$ cat src/rtl/fifo_fwft_reader.sv
// fifo_fwft_reader: turns a standard-mode FIFO read port into a first-word-fall-through valid/ready stream
module fifo_fwft_reader #(
  parameter int DATA_WIDTH = 8,
  parameter int CNT_WIDTH = 16
) (
  input  logic                  clk,
  input  logic                  rst,
  input  logic                  fifo_empty,
  output logic                  fifo_rd_en,
  input  logic [DATA_WIDTH-1:0] fifo_rd_data,
  output logic                  m_valid,
  input  logic                  m_ready,
  output logic [DATA_WIDTH-1:0] m_data,
  output logic [1:0]            occ,
  output logic [CNT_WIDTH-1:0]  rd_count
);
  logic                  inflight, head, tail, pop, head_nx;
  logic [1:0]            occ_nx;
  logic [DATA_WIDTH-1:0] mem [2];
  // occ + inflight never exceeds 2 and pop implies occ >= 1, so 2 bits cannot wrap
  always_comb begin
    pop = m_valid & m_ready;
    occ_nx = occ + {1'b0, inflight} - {1'b0, pop};
    fifo_rd_en = !rst & !fifo_empty & (occ_nx < 2'd2);
    head_nx = head ^ pop;
  end
  always_ff @(posedge clk) begin
    if (rst) begin
      occ <= '0;
      inflight <= 1'b0;
      head <= 1'b0;
      tail <= 1'b0;
      m_valid <= 1'b0;
      m_data <= '0;
      rd_count <= '0;
    end else begin
      occ <= occ_nx;
      inflight <= fifo_rd_en;
      head <= head_nx;
      if (inflight) begin
        mem[tail] <= fifo_rd_data;
        tail <= ~tail;
      end
      m_valid <= occ_nx != 2'd0;
      // the word landing this cycle becomes the head only when it fills the slot head moves to
      m_data <= (inflight && tail == head_nx) ? fifo_rd_data : mem[head_nx];
      rd_count <= rd_count + CNT_WIDTH'(pop);
    end
  end
endmodule

$ cat config.mk
export PLATFORM = sky130hd
export DESIGN_NAME = fifo_fwft_reader
export DESIGN_NICKNAME = d
export VERILOG_FILES = /design/src/rtl/fifo_fwft_reader.sv
export SDC_FILE = /design/constraint.sdc
export NUM_CORES = 1
export LEC_CHECK = 0
export ABC_AREA = 1
export BUFFER_PORTS_ARGS = -buffer_cell sky130_fd_sc_hd__buf_2
export CORE_UTILIZATION = 45
export DETAILED_ROUTE_END_ITERATION = 6
export GPL_TIMING_DRIVEN = 0
export PLACE_DENSITY = 0.67
export RECOVER_POWER = 50
export SLEW_MARGIN = 10
export SYNTH_ARGS = -nofsm -noshare
export SYNTH_HDL_FRONTEND = slang
export SYNTH_SLANG_ARGS = --single-unit
$ cat constraint.sdc
create_clock -name clk -period 1.9 [get_ports clk]
set_input_delay 0.095 -clock clk [delete_from_list [all_inputs] [get_ports clk]]
set_output_delay 0.095 -clock clk [all_outputs]
set_load 0.01 [all_outputs]
* Yosys cells after proc, flatten, opt, wreduce, memory -nomap -nowiden
Memory sizes are Yosys's and may differ from the RTL's. A register that Yosys moved wholly into a read port is not among the register bits.
Cells that the tools add are included.
** Word-level totals
- Memory bits (writable) :: 16
- Register bits :: 22
- Output and inout port bits :: 28
- Memories kept :: 1
** Cells by class
- $lt $le $gt $ge :: 1
- Mux-type cells :: 3
- Add/sub/neg operators :: 3
- Reduce and logical (&&, ||, !) cells :: 3
- Bitwise gates (word level) :: 5
** Memory list
- mem :: words 2, bits a word 8, rd ports 1, clocked after Yosys merged registers in 1, wr ports 1, RTL line 19 : logic [DATA_WIDTH-1:0] mem [2];
** Operators by type and width (number)
- adder 16 x 1 -> 16 bit :: 1
- AND 1 bit :: 3
- two-way mux 1 bit :: 3
- adder 2 x 1 -> 2 bit :: 1
- logical NOT 1 bit :: 2
- less-than comparator 2 bit (second input constant) :: 1
- nonzero test 2 bit :: 1
- subtractor 2 x 1 -> 2 bit :: 1
- inverter 1 bit :: 1
- XOR 1 bit :: 1

* Longest topological paths before layout
Gate-level depths: netlist of run 1.
- Word-level depth :: 4
- Mapped depth :: 9

* Worst setup path after synthesis of run 1
Ideal clock, no wire load.
- Path type :: flip-flop to output port
- Start :: register m_valid
- End :: output fifo_rd_en
- Buffers on the path :: 0
- Cell stages (with the launch flop) :: 9
- Setup slack :: 0.404 ns
- Data arrival time :: 1.401 ns
- Cells stage by stage :: dfxtp_1 > nand2_2 > inv_1 > nand2_1 > nand2_1 > ha_1 > xnor2_1 > xor2_1 > nor3_1
** Between the ends
- Longest elaborated chain between the ends :: 4
** RTL lines
- from (decl) :: RTL line 11 : output logic m_valid,
- from (signal assigned) :: RTL line 33 : m_valid <= 1'b0;
- from (signal assigned) :: RTL line 44 : m_valid <= occ_nx != 2'd0;
- AND 1 bit :: RTL line 22 : pop = m_valid & m_ready;
- subtractor 2 x 1 -> 2 bit :: RTL line 23 : occ_nx = occ + {1'b0, inflight} - {1'b0, pop};
- less-than comparator 2 bit :: RTL line 24 : fifo_rd_en = !rst & !fifo_empty & (occ_nx < 2'd2);
- AND 1 bit :: RTL line 24
- to (decl) :: RTL line 9 : output logic fifo_rd_en,
No other way between the ends.

* Worst setup path in the final report of run 1
Same ends and word-level chain as after synthesis.

==> results_dict.tcl, run 1 <==
set metrics [dict create \
    status "finished clean" \
    holdCritPathClass "input port to flip-flop" \
    synth_edf_count 16 \
    critPathMaxFanout 4 \
    setup_viol 0 \
    core_um2 4144 \
    ys_top_cells_by_area "dfxtp_1 (30%), edfxtp_1 (24%), nand2_1 (7.5%), nor2_1 (7.5%), nand3_1 (6.0%)" \
    worst_setup_path_end_kind "primary output" \
    maxCapViolCount 0 \
    cp.arrival_ns 1.70 \
    cellLeakagePower_nw 0.9732 \
    worstSetupPathType "flip-flop to primary output" \
    finalWorstPathRequiredPeriod_ns 1.798 \
    place_hpwl_um 2762 \
    drive_above_1_share_pct 19.72 \
    reg2regPathDepth 4 \
    yosys_warnings 0 \
    r2r_slack_ns 0.32 \
    via_count 1615 \
    synthCells 231 \
    synthArstFlopShare_pct 0 \
    fp-row-count 23 \
    slew_viol_final 0 \
    place_congestion 0.7780 \
    initial_core_util_pct 48.22 \
    cp.required_ns 1.80 \
    synth_commonest_cells "nand2_1 (40), nor2_1 (40), dfxtp_1 (30)" \
    cts_made_buffers 5 \
    track_usage_pct 18.63 \
    initialDrtViolationCount 72 \
    grt_max_degree 17 \
    worstReg2RegStart "inflight" \
    crit_end "fifo_rd_en" \
    seq_area_frac_synth_pct 54.10 \
    irDropWorstVdd_uv 741.0 \
    area_growth_pct 22.23 \
    cts_tree "built" \
    grt_pass1_vias 1367 \
    finalSetupTns_ns 0 \
    cts_root_buf "clkbuf_8" \
    relSlewSlack_pct 51.88 \
    fin_nets 303 \
    synth.ff_latch_count 46 \
    boundaryPins 40 \
    ys.flop_type "dfxtp_1" \
    drcViolationCount 0 \
    dieArea_um2 4711 \
    grt_overflow 0 \
    period_share_pct 94.62 \
    drtPass1Iterations 4 \
    synth_area_leader_cell "dfxtp_1" \
    max_freq_mhz 556.2 \
    timing.rr.end "mem[1][2]" \
    diodes 0 \
    finalHoldViolCount 0 \
    syn_nets 246 \
    h-tree-depth 2 \
    cts_sinks 46 \
    numPortBuffers 39 \
    synth.distinct_cells 25 \
    start_kind "flip-flop" \
    final_util_pct 58.94 \
    worst_slew_pin_slew_ns 0.7191 \
    die_y_um 68.64 \
    insertion_delay_ns 0.30 \
    via_per_inst 4.764 \
    avgRoutedWirePerCell_um 11.74 \
    synth.top_cell.area_share_pct 30.06 \
    powerDensity_nw_per_um2 1001 \
    grt_pass1_wl_um 6175 \
    die_x_um 68.64 \
    final_antenna_net_count 0 \
    postSynthAreaPerCell_um2 8.650 \
    fin_worst_skew_ns 0.005291 \
    cts.reportedPaths.clkPinSlew_ns 0.09 \
    crit_start "m_valid" \
    cts.path.max_buffers 2 \
    antenna_found_initial 0 \
    wl_um 3979 \
    syn_area_um2 1998 \
]
how the worst min path moves through the flow:
stage,from,end,slack (ns),depth (start not counted)
after floorplan,fifo_empty,inflight,0.17,1
after global placement,fifo_empty,inflight,0.27,2
after detailed placement,fifo_empty,inflight,0.28,2
after CTS,fifo_rd_data[5],mem[0][5],0.006,1
after global routing,fifo_rd_data[5],mem[0][5],0.08,1
final,fifo_rd_data[5],mem[0][5],0.08,1
layout by cell type, fill, tap and decap left out, types with 2 or more instances in the layout:
master / netlist / routed
a21oi_1: 6 / 6
buf_2: 1 / 12
buf_4: 0 / 3
clkbuf_1: 2 / 30
clkbuf_8: 0 / 5
dfxtp_1: 30 / 28
dlygate4sd3_1: 0 / 8
edfxtp_1: 16 / 16
ha_1: 3 / 2
inv_1: 21 / 20
inv_2: 2 / 3
nand2_1: 40 / 38
nand2_2: 2 / 3
nand2_4: 3 / 4
nand3_1: 24 / 24
nand3_2: 2 / 2
nand4_1: 4 / 4
nor2_1: 40 / 40
nor2_2: 17 / 17
nor3_1: 7 / 7
xor2_1: 4 / 4
power by group:
part / total, mW / switching, mW / internal (mW)
Sequential: 1.20 / 0.0550 / 1.14
Combinational: 0.629 / 0.384 / 0.245
Clock: 0.621 / 0.355 / 0.266
Total: 2.45 / 0.794 / 1.65
logic make-up after synthesis:
family                   share of synthesized area (%)
XOR/XNOR                                         2.192
buffers and inverters                            4.947
adder cells (fa/ha/maj)                          1.879
flip-flops                                       54.10
AND/OR/NAND/NOR                                  34.06
AO/OA/AOI/OAI                                    2.818
worst max-delay path, cell delays in order (launching register included):
cell,delay (ns)
dfxtp_4,0.37
nand2_4,0.08
inv_2,0.04
nand2_2,0.07
nand2_2,0.05
ha_2,0.18
xnor2_2,0.17
xor2_1,0.22
nor3_1,0.07
buf_2,0.16
metrics by stage:
stage          hold WS, ns  cells  area (um2)  setup slack [ns]  power (mW)
2_1_floorplan       0.1718    231        1998            0.4038       1.612
3_3_place_gp        0.2744    320        2256            0.2685       1.777
3_5_place_dp        0.2767    320        2256            0.2765       1.785
4_1_cts           0.005927    337        2437           0.02271       2.434
5_1_grt            0.07784    339        2442          -0.01100       2.605
6_report           0.07953    339        2442            0.1022       2.446
layer usage:
| metal | global-route usage (%) | vias to the layer above | wire [um] |
|---|---|---|---|
| met3 | 5.921 | 5 | 155 |
| met1 | 24.20 | 721 | 1961 |
| met2 | 29.53 | 31 | 1824 |
| li1 | - | 858 | - |
| met5 | 0 | - | 0 |
| met4 | 5.469 | 0 | 38 |
repair_timing:
item,in CTS,in global routing
cloned,0,0
hold endpoints to repair,15,0
setup buffers,1,2
endpoints found under the setup margin,1,1
pin swaps,1,4
resized for setup,0,9
hold buffers,8,0
state kept, by name, summed over array words and instances (netlist names):
signal / count
head: 1
occ: 2
rd_count: 16
m_valid: 1
m_data: 8
inflight: 1
mem: 16
tail: 1
layout make-up:
type                            count  area [um2]
Buffer                              3       12.51
Clock inverter                      3       25.02
Inverter                           23       86.33
Sequential cell                    46        1086
Multi-Input combinational cell    159       838.3
Clock buffer                        5       68.82
Timing Repair Buffer               50       262.8
Tap cell                           50       62.56
Fill cell                         404        1702
Note: power is estimated with default switching activity, not from simulation.
==> run 2: changes to the inputs <==
- CORE_UTILIZATION: 45 -> 35
- GPL_ROUTABILITY_DRIVEN: default -> 1
- PLACE_DENSITY: 0.67 -> default
==> run 2 against run 1 <==
  * Clock skew shrank 0.0016 ns
  * Worst setup slack gained 0.023 ns
  * Clock power shrank 0.8%
  * Register-to-register slack lost 0.02 ns
  * Die area grew 28%
  * Combinational power shrank 3.5%
  * Total power shrank 0.90%
  * Worst hold slack lost 0.0022 ns
  * Flip-flop and latch count is the same
  * Routed wire length grew 1.5%
  * Largest power group unchanged
==> results_dict.tcl, run 2 (synthesized netlist as in run 1, its figures left out) <==
set metrics [dict create \
    place_hpwl_um 2888 \
    crit_slowest_cell "dfxtp_4" \
    fin_worst_skew_ns 0.003728 \
    grt_pass1_vias 1513 \
    worstPathCellList "nand2_4 -> inv_2 -> nand2_2 -> nand2_1 -> ha_2 -> xnor2_2 -> xor2_1 -> nor3_1 -> buf_2" \
    grt_pass1_wl_um 6886 \
    grt_max_degree 15 \
    relSlewSlack_pct 52.00 \
    critPathMaxFanout 4 \
    start_kind "flip-flop" \
    reg2regPathDepth 4 \
    cts_tree "built" \
    drtPass1Iterations 4 \
    worstSetupPathType "flip-flop to primary output" \
    area_growth_pct 22.35 \
    worst_setup_path_end_kind "primary output" \
    final_util_pct 44.40 \
    timing.rr.end "mem[1][3]" \
    die_x_um 77.56 \
    fp-row-count 27 \
    grt_use_met1_pct 18.37 \
    slew_viol_final 0 \
    finalHoldViolCount 0 \
    period_share_pct 93.41 \
    worstHoldPathCells 1 \
    antenna_found_initial 0 \
    cpPeakStageDelay_ns 0.37 \
    globalRoute.busiestLayer "met2" \
    hold_ws_ns 0.07732 \
    dp_slack_ns 0.2360 \
    cts.path.max_buffers 2 \
    use_met2_pct 24.60 \
    max_freq_mhz 563.4 \
    diodes 0 \
    status "finished clean" \
    cp.arrival_ns 1.68 \
    numPortBuffers 39 \
    finalWorstPathRequiredPeriod_ns 1.775 \
    via_per_inst 4.532 \
    cellLeakagePower_nw 0.9701 \
    reg.largest.list "mem x16, rd_count x16, m_data x8" \
    initial_core_util_pct 36.29 \
    drive_above_1_share_pct 19.16 \
    post_dp_cell_area_um2 2283 \
    initialDrtViolationCount 90 \
    h-tree-depth 2 \
    final_cell_mix "nand2_1 (40), nor2_1 (40), clkbuf_1 (29), dfxtp_1 (28), nand3_1 (24)" \
    boundaryPins 40 \
    worstReg2RegStart "inflight" \
    via_count 1627 \
    holdCritPathClass "input port to flip-flop" \
    dieArea_um2 6016 \
    r2r_slack_ns 0.30 \
    final_area_um2 2445 \
    worstHoldEndpoint "mem[0][2]" \
    drcViolationCount 0 \
    setup_ws_ns 0.1252 \
    grt_overflow 0 \
    worst_slew_pin_slew_ns 0.7173 \
    core_um2 5507 \
    final_antenna_net_count 0 \
    irDropWorstVdd_uv 527.6 \
    powerDensity_nw_per_um2 991.4 \
    cp.required_ns 1.80 \
    hp-start "fifo_rd_data[2]" \
    maxCapViolCount 0 \
    fin_nets 301 \
    cts.reportedPaths.clkPinSlew_ns 0.08 \
    total_power_mw 2.424 \
    wl_um 4037 \
    cts_made_buffers 5 \
    cts_root_buf "clkbuf_8" \
    place_congestion 0.7929 \
    track_usage_pct 14.81 \
    cts_sinks 46 \
    die_y_um 77.56 \
    avgRoutedWirePerCell_um 11.25 \
    grtUsageMet3_pct 3.765 \
    setup_viol 0 \
    insertion_delay_ns 0.29 \
]
==> run 2: changes by cell type in the layout (fill, tap and decap cells not counted) <==
cell,previous run,this run
nand2_2,3,2
inv_6,1,0
clkbuf_8,5,6
clkbuf_1,30,29
dlygate4sd3_1,8,7
buf_2,12,13
nand2_1,38,40
clkinv_4,1,0
nand2_4,4,3
clkinv_2,0,1
buf_4,3,2
==> run 2: where the power goes <==
part / internal (mW) / switching, mW / total, mW
Sequential: 1.14 / 0.0594 / 1.20
Clock: 0.293 / 0.324 / 0.616
Combinational: 0.233 / 0.373 / 0.607
Total: 1.67 / 0.757 / 2.42
==> run 2: how the worst max path moves through the flow <==
stage | from | endpoint | cells after the start
after global routing | m_valid | fifo_rd_en | 9
after CTS | m_valid | fifo_rd_en | 9
final | m_valid | fifo_rd_en | 9
after global placement | m_valid | fifo_rd_en | 9
after detailed placement | m_valid | fifo_rd_en | 9
after floorplan | m_valid | fifo_rd_en | 8
==> run 2: worst max-delay path, delay by kind of cell, from the launching register on <==
kind | cells | cell delay (ns)
xor+xnor | 2 | 0.38
flops | 1 | 0.37
buf+inv | 2 | 0.20
simple gates | 4 | 0.26
fa+ha+maj | 1 | 0.18
==> run 2: cell type report <==
type / count / area [um2]
Multi-Input combinational cell: 159 / 828.3
Sequential cell: 46 / 1086
Clock inverter: 2 / 12.51
Buffer: 3 / 12.51
Inverter: 23 / 86.33
Clock buffer: 6 / 82.58
Timing Repair Buffer: 48 / 246.5
Tap cell: 72 / 90.09
Fill cell: 563 / 3062
==> run 2: repair_timing <==
item                                    4_1_cts  5_1_grt
setup buffers                                 1        1
endpoints found under the hold margin        13        0
endpoints found under the setup margin        1        1
gates resized for setup                       1        7
hold buffers                                  7        0
pin swaps                                     1        3
==> run 2: metal layers <==
layer	vias up	routed length [um]
met5	-	0
met2	30	1909
met1	737	1918
li1	855	-
met4	0	49
met3	5	160
==> run 2: through the flow <==
step / TNS (ns) / cells
3_5_place_dp: 0 / 342
6_report: 0 / 359
4_1_cts: 0 / 358
3_3_place_gp: 0 / 342
5_1_grt: -0.007468 / 359
2_1_floorplan: 0 / 231
